### src/rtl/imm_ext_queue.sv
// Immediate extender feeding a DEPTH-entry FIFO, so decode can run ahead of a stalled execute.
// Extension happens on the input side; the queue stores finished DATA_W-bit values.
module imm_ext_queue #(
   parameter int unsigned IMM_W  = 16,
   parameter int unsigned DATA_W = 32,
   parameter int unsigned DEPTH  = 2
) (
   input  logic                   CLK,
   input  logic                   RST,
   input  logic                   flush,
   input  logic                   in_valid,
   output logic                   in_ready,
   input  logic [IMM_W-1:0]       imm,
   input  logic [1:0]             mode,
   output logic                   out_valid,
   input  logic                   out_ready,
   output logic [DATA_W-1:0]      ext_imm,
   output logic [$clog2(DEPTH):0] count
);
   localparam int unsigned PtrW = $clog2(DEPTH);
   localparam int unsigned CntW = PtrW + 1;
   localparam int unsigned PadW = DATA_W - IMM_W;

   logic [DATA_W-1:0] sext;
   logic [DATA_W-1:0] ext_d;
   logic [DATA_W-1:0] mem_q [DEPTH];
   logic [PtrW-1:0]   wr_ptr_q;
   logic [PtrW-1:0]   rd_ptr_q;
   logic [CntW-1:0]   count_q;
   logic [CntW-1:0]   count_d;
   logic              push;
   logic              pop;

   assign sext = {{PadW{imm[IMM_W-1]}}, imm};

   always_comb begin
      ext_d = '0;
      case (mode)
         2'b00:   ext_d = {{PadW{1'b0}}, imm};
         2'b01:   ext_d = sext;
         2'b10:   ext_d = {imm, {PadW{1'b0}}};
         // Branch offset: the two bits shifted out of the top are simply dropped.
         default: ext_d = {sext[DATA_W-3:0], 2'b00};
      endcase
   end

   // Ready looks only at registered occupancy, keeping out_ready off the input path.
   assign in_ready  = count_q < CntW'(DEPTH);
   assign out_valid = count_q != '0;
   assign push      = in_valid & in_ready;
   assign pop       = out_valid & out_ready;
   assign ext_imm   = mem_q[rd_ptr_q];
   assign count     = count_q;

   always_comb begin
      count_d = count_q;
      case ({push, pop})
         2'b10:   count_d = count_q + CntW'(1);
         2'b01:   count_d = count_q - CntW'(1);
         default: count_d = count_q;
      endcase
   end

   // DEPTH is a power of two, so the pointers wrap on their own.
   always_ff @(posedge CLK) begin
      if (RST || flush) begin
         wr_ptr_q <= '0;
         rd_ptr_q <= '0;
         count_q  <= '0;
      end else begin
         if (push) begin
            mem_q[wr_ptr_q] <= ext_d;
            wr_ptr_q        <= wr_ptr_q + PtrW'(1);
         end
         if (pop) begin
            rd_ptr_q <= rd_ptr_q + PtrW'(1);
         end
         count_q <= count_d;
      end
   end

endmodule

### config.mk
export PLATFORM = sky130hd
export DESIGN_NAME = imm_ext_queue
export DESIGN_NICKNAME = d
export VERILOG_FILES = /design/src/rtl/imm_ext_queue.sv
export SDC_FILE = /design/constraint.sdc
export NUM_CORES = 1
export LEC_CHECK = 0
export ABC_AREA = 1
export BUFFER_PORTS_ARGS = -buffer_cell sky130_fd_sc_hd__buf_2
export CORE_MARGIN = 2
export CORE_UTILIZATION = 49
export DETAILED_ROUTE_END_ITERATION = 10
export GPL_TIMING_DRIVEN = 0
export PLACE_DENSITY = 0.75
export SLEW_MARGIN = 25
export SYNTH_ARGS = -nofsm -noshare
export SYNTH_HDL_FRONTEND = slang
export SYNTH_SLANG_ARGS = --single-unit
### constraint.sdc
create_clock -name CLK -period 3.6 [get_ports CLK]
set_input_delay 0.72 -clock CLK [delete_from_list [all_inputs] [get_ports CLK]]
set_output_delay 0.72 -clock CLK [all_outputs]
set_load 0.02 [all_outputs]
==> results of run 1 <==
[flip-flops by register name, summed over array words and instances, names as in the netlist, named ones only]
name      flops
rd_ptr_q      1
count         2
mem_q        64
wr_ptr_q      1
[worst max-delay path by stage]
stage	startpoint	endpoint	slack [ns]	cells after the start
detailed placement	flush	mem_q[1][22]$_DFFE_PP_	1.20	6
CTS	flop	ext_imm[15]	1.32	4
finish	flop	ext_imm[16]	1.34	4
floorplan	flush	mem_q[0][0]$_DFFE_PP_	0.83	3
global route	flop	ext_imm[15]	1.29	4
global placement	flush	mem_q[0][26]$_DFFE_PP_	-0.04	4
[report_power, final]
part,leakage [nW],internal (mW),switching [mW]
clock network,0.0768,0.235,0.260
logic,0.680,0.0609,0.102
registers,0.631,0.901,0.00425
[critical path, cell delays in order (launching register included)]
cell and delay (ns):
dfxtp_1 0.30, buf_2 0.18, buf_6 0.18, mux2_2 0.36, buf_2 0.16
[area by class of cell]
| class | instances | area [µm²] | area share |
|---|---|---|---|
| Sequential cell | 69 | 2022 | 0.5714 |
| Multi-Input combinational cell | 94 | 743.2 | 0.2100 |
| Timing Repair Buffer | 61 | 347.8 | 0.09830 |
| Clock buffer | 10 | 127.6 | 0.03607 |
| Inverter | 27 | 101.3 | 0.02864 |
| Tap cell | 75 | 93.84 | 0.02652 |
| Buffer | 9 | 85.08 | 0.02405 |
| Clock inverter | 4 | 17.52 | 0.004951 |
[synth_stat cells]
cell type	instances	area, µm²
edfxtp_1	64	1922
mux2_2	27	304.0
inv_1	25	93.84
o22ai_1	14	87.58
nor2_1	11	41.29
o21ai_2	11	96.34
nand2_1	8	30.03
o21ai_0	6	30.03
dfxtp_1	5	100.1
mux2_1	5	56.30
buf_2	4	20.02
buf_6	4	45.04
a21oi_1	3	15.01
inv_2	2	7.510
nand2_2	2	12.51
nand3_1	2	10.01
buf_12	1	20.02
ha_1	1	12.51
nand3_2	1	10.01
nand4_1	1	6.260
nor3_1	1	5.000
o211ai_1	1	7.510
[cell families (layout without fill, tap and decap cells)]
group,after synthesis,count (layout),share of synthesized area
flip-flops,69,69,0.6894
buffers and inverters,36,111,0.06357
AO/OA/AOI/OAI,35,35,0.08063
multiplexers,32,32,0.1229
AND/OR/NAND/NOR,26,26,0.03925
adder cells (fa/ha/maj),1,1,0.004266
[metal layers]
layer  share of wire  GRT usage  wire [µm]
met1            0.40     0.2172       2325
met2            0.52     0.3295       3058
met3           0.059    0.03444        347
met4           0.023     0.1051        133
met5               0          0          0
[metrics by stage]
step / setup WS (ns) / hold slack (ns)
6_report: 1.344 / 0.4710
3_3_place_gp: -0.03991 / 0.4494
4_1_cts: 1.324 / 0.4743
2_1_floorplan: 0.8251 / 0.4406
5_1_grt: 1.294 / 0.5138
3_5_place_dp: 1.202 / 0.4651
==> flow_summary.yaml, run 1 <==
drt:
  wirelength_mm: 5.864
  final_antenna_net_count: 0
  first_pass_iters: 4
  vias_per_cell: 5.281
  drc_errors: 0
  vias: 1843
  drt_iter0_markers: 94
  wl_per_cell_um: 16.80
power:
  peakVddDrop_v: 0.0002715
  p_leak_nw: 1.388
  powerDensity_nw_per_um2: 441.7
  finalPower_mw: 1.563
finish:
  mostFrequentLayoutCell: "edfxtp_1"
  fin_util: 0.6048
  drive_gt1_frac: 0.4599
  final_cells: 349
  nets: 295
  area_delta_synth_final_pct: 20.65
  final_cell_mix: "edfxtp_1 (64), buf_2 (62), mux2_2 (27)"
  nFillCells: 482
  antenna_cells: 0
  final_area_um2: 3538
global_route:
  grt_max_degree: 24
  grt_util_all_layers: 0.1886
  grt-ovfl-total: 0
  grt_pass1_wl_mm: 8.763
  grt_pass1_vias: 1850
  antenna_found_initial: 0
timing:
  finalSetupTns_ns: 0
  maxSlewHeadroom: 0.5974
  finalSetupViolCount: 0
  worstMarginPinSlew_ns: 0.6019
  fin_skew_ns: 0.006796
  drv_slew: 0
  fin_crit_ns: 2.256
  hold_viol_final: 0
  rsz0062_at_grt: "no"
  fmax_mhz: 443.4
  min_period_over_period: 0.6265
cts:
  clk_pin_slew_ns: 0.07
  cts.sinks: 69
  post-cts-setup-buffers: 0
  tritoncts: "yes"
  cts_max_level: 3
  cts_buffers: 9
  cts_resized: 0
  hold_buffers: 0
  clk_latency_ns: 0.34
  root_buffer: "clkbuf_8"
  clk_path_buf_depth: 2
synthesis:
  ys_warn_count: 0
  ys_seq_area_frac: 0.6894
  syn-num-nets: 223
  synth_cells: 199
  ys_types: 22
  ys_ff_latch: 69
  synth_area_um2: 2933
  avgSynthCellArea_um2: 14.74
floorplanning:
  ios: 59
  core_um2: 5851
  die_x_um: 81.37
  die_h_um: 81.37
  die-area_um2: 6620
  num_rows: 28
  start_util: 0.5013
worst_setup_path:
  crit_path_start_kind: "flop"
  endpoint_kind: "output port"
  required_ns: 2.88
  criticalPathCategory: "reg2out"
  r2r_start: "count[1]$_SDFFE_PP0P_"
  r2r_setup_slack_ns: 1.77
  ff2ff_path_depth: 5
  cp.arrival_ns: 1.54
  regToRegEndpoint: "mem_q[1][19]$_DFFE_PP_"
  cp_max_fo: 10
placement:
  dpl.cell_count: 335
  hpwl_mm: 4.055
  dpl_cell_area_um2: 3393
  portBuffers: 58
  place_congestion: 0.7573
job:
  cap_viol_max_count: 0
min_path:
  hold_start: "wr_ptr_q$_SDFFE_PP0P_"
  hold_path_class: "reg2reg"
  holdPathStages: 2
  min_to: "wr_ptr_q$_SDFFE_PP0P_"
run_status:
  outcome: "complete, no violations"
Power figures use the tool's default switching activity.
==> inputs of run 2 (changes only) <==
clock period = 2 ns   (was 3.6 ns; I/O delays follow)
==> flow_summary.yaml, run 2 (same netlist as run 1, synthesis figures left out) <==
run_status:
  outcome: "complete, no violations"
worst_setup_path:
  r2r_start: "count[1]$_SDFFE_PP0P_"
  crit_path_start_kind: "flop"
  cp_slowest_cell: "mux2_2"
  max_stage_delay_ns: 0.36
  cp_max_fo: 10
  r2r_setup_slack_ns: 0.35
  path_delay_family: "buffers and inverters"
  required_ns: 1.60
  critPathMostFrequentCell: "buf_2"
  cp_cell_sequence: "buf_2 -> buf_6 -> mux2_2 -> buf_2"
  regToRegEndpoint: "mem_q[1][10]$_DFFE_PP_"
  cp.buffers_inverters: 3
  criticalPathCategory: "reg2out"
  ff2ff_path_depth: 5
  cp.arrival_ns: 1.54
  endpoint_kind: "output port"
drt:
  wl_met3_um: 248
  first_pass_iters: 4
  vias: 1826
  drt_iter0_markers: 110
  maxUsedRoutingLayer: "met4"
  drc_errors: 0
  wirelength_mm: 5.895
  dr_wl_met2_mm: 3.088
  wl_met1_mm: 2.457
  final_antenna_net_count: 0
  vias_per_cell: 5.217
  wl_per_cell_um: 16.84
finish:
  nets: 295
  nFillCells: 475
  antenna_cells: 0
  area_delta_synth_final_pct: 24.70
  regMostFlops: "mem_q"
  drive_gt1_frac: 0.4691
  mostFrequentLayoutCell: "edfxtp_1"
  final_cell_mix: "edfxtp_1 (64), buf_2 (62), mux2_2 (27)"
  final_cells: 350
  largest_reg_flops: 64
cts:
  cts_buffers: 9
  cts.sinks: 69
  clk_path_buf_depth: 2
  hold_buffers: 0
  root_buffer: "clkbuf_8"
  cts_max_level: 3
  cts_resized: 0
  post-cts-setup-buffers: 0
  tritoncts: "yes"
  clk_pin_slew_ns: 0.07
  clk_latency_ns: 0.34
placement:
  place_congestion: 0.7329
  dpl.cell_count: 335
  hpwl_mm: 4.099
  portBuffers: 58
timing:
  finalSetupViolCount: 0
  drv_slew: 0
  finalSetupTns_ns: 0
  min_period_over_period: 0.9695
  hold_viol_final: 0
  fmax_mhz: 515.7
  fin_skew_ns: 0.002656
  maxSlewHeadroom: 0.5892
  worstMarginPinSlew_ns: 0.6147
  timing.hold.ws_ns: 0.3323
  rsz0062_at_grt: "no"
  fin_crit_ns: 1.939
floorplanning:
  die_x_um: 81.37
  start_util: 0.5013
  core_um2: 5851
  die-area_um2: 6620
  num_rows: 28
  ios: 59
  die_h_um: 81.37
min_path:
  hold_start: "RST"
  min_to: "count[1]$_SDFFE_PP0P_"
  hold_path_class: "in2reg"
  holdPathStages: 4
global_route:
  grt_util_all_layers: 0.1930
  grt_pass1_vias: 1792
  grt_pass1_wl_mm: 8.928
  antenna_found_initial: 0
  grt-ovfl-total: 0
  grt_max_degree: 19
power:
  p_leak_nw: 1.439
  powerDensity_nw_per_um2: 919.6
  peakVddDrop_v: 0.0006636
job:
  cap_viol_max_count: 0
-- run 2: metal layers --
| metal | GRT usage | up-vias |
|---|---|---|
| met5 | 0 | - |
| met4 | 0.09153 | 0 |
| met3 | 0.03778 | 10 |
| met2 | 0.3336 | 51 |
| met1 | 0.2309 | 893 |
| li1 | - | 872 |
-- run 2: cell type report --
| type | instances | area (µm²) | area share |
|---|---|---|---|
| sequential | 69 | 2022 | 0.5529 |
| multi-input combinational | 94 | 743.2 | 0.2032 |
| timing repair buffer | 61 | 356.6 | 0.09750 |
| clock buffer | 10 | 127.6 | 0.03490 |
| clock inverter | 5 | 123.9 | 0.03387 |
| inverter | 27 | 101.3 | 0.02771 |
| tap | 75 | 93.84 | 0.02566 |
| buffer | 9 | 88.84 | 0.02429 |
-- run 2: through the flow --
step	util	power, mW	instance area [µm²]	setup WS [ns]
6_report	0.6251	3.363	3657	0.06090
5_1_grt	0.6251	3.465	3657	0.008836
4_1_cts	0.6245	3.380	3654	0.04205
3_5_place_dp	0.5815	1.953	3402	0.03117
3_3_place_gp	0.5693	1.937	3331	-0.6125
2_1_floorplan	-	1.850	2947	0.04741
-- run 2: worst register-to-register path, delay by kind of cell (launching register included) --
kind / cells / cell delay (ns)
flip-flops: 1 / 0.35
AND/OR/NAND/NOR: 2 / 0.51
buffers and inverters: 3 / 0.51
-- run 2: worst max path at each step --
stage / to / slack, ns / cells after the start
after floorplan: mem_q[0][0]$_DFFE_PP_ / 0.05 / 3
after global placement: mem_q[0][24]$_DFFE_PP_ / -0.61 / 4
after detailed placement: mem_q[0][24]$_DFFE_PP_ / 0.03 / 5
after CTS: ext_imm[15] / 0.04 / 4
after global routing: ext_imm[25] / 0.009 / 4
final: ext_imm[25] / 0.06 / 4
-- run 2: power breakdown --
group	internal [mW]	switching [mW]	total, mW
clock network	0.944	0.498	1.44
registers	1.62	0.00797	1.63
logic	0.110	0.182	0.293
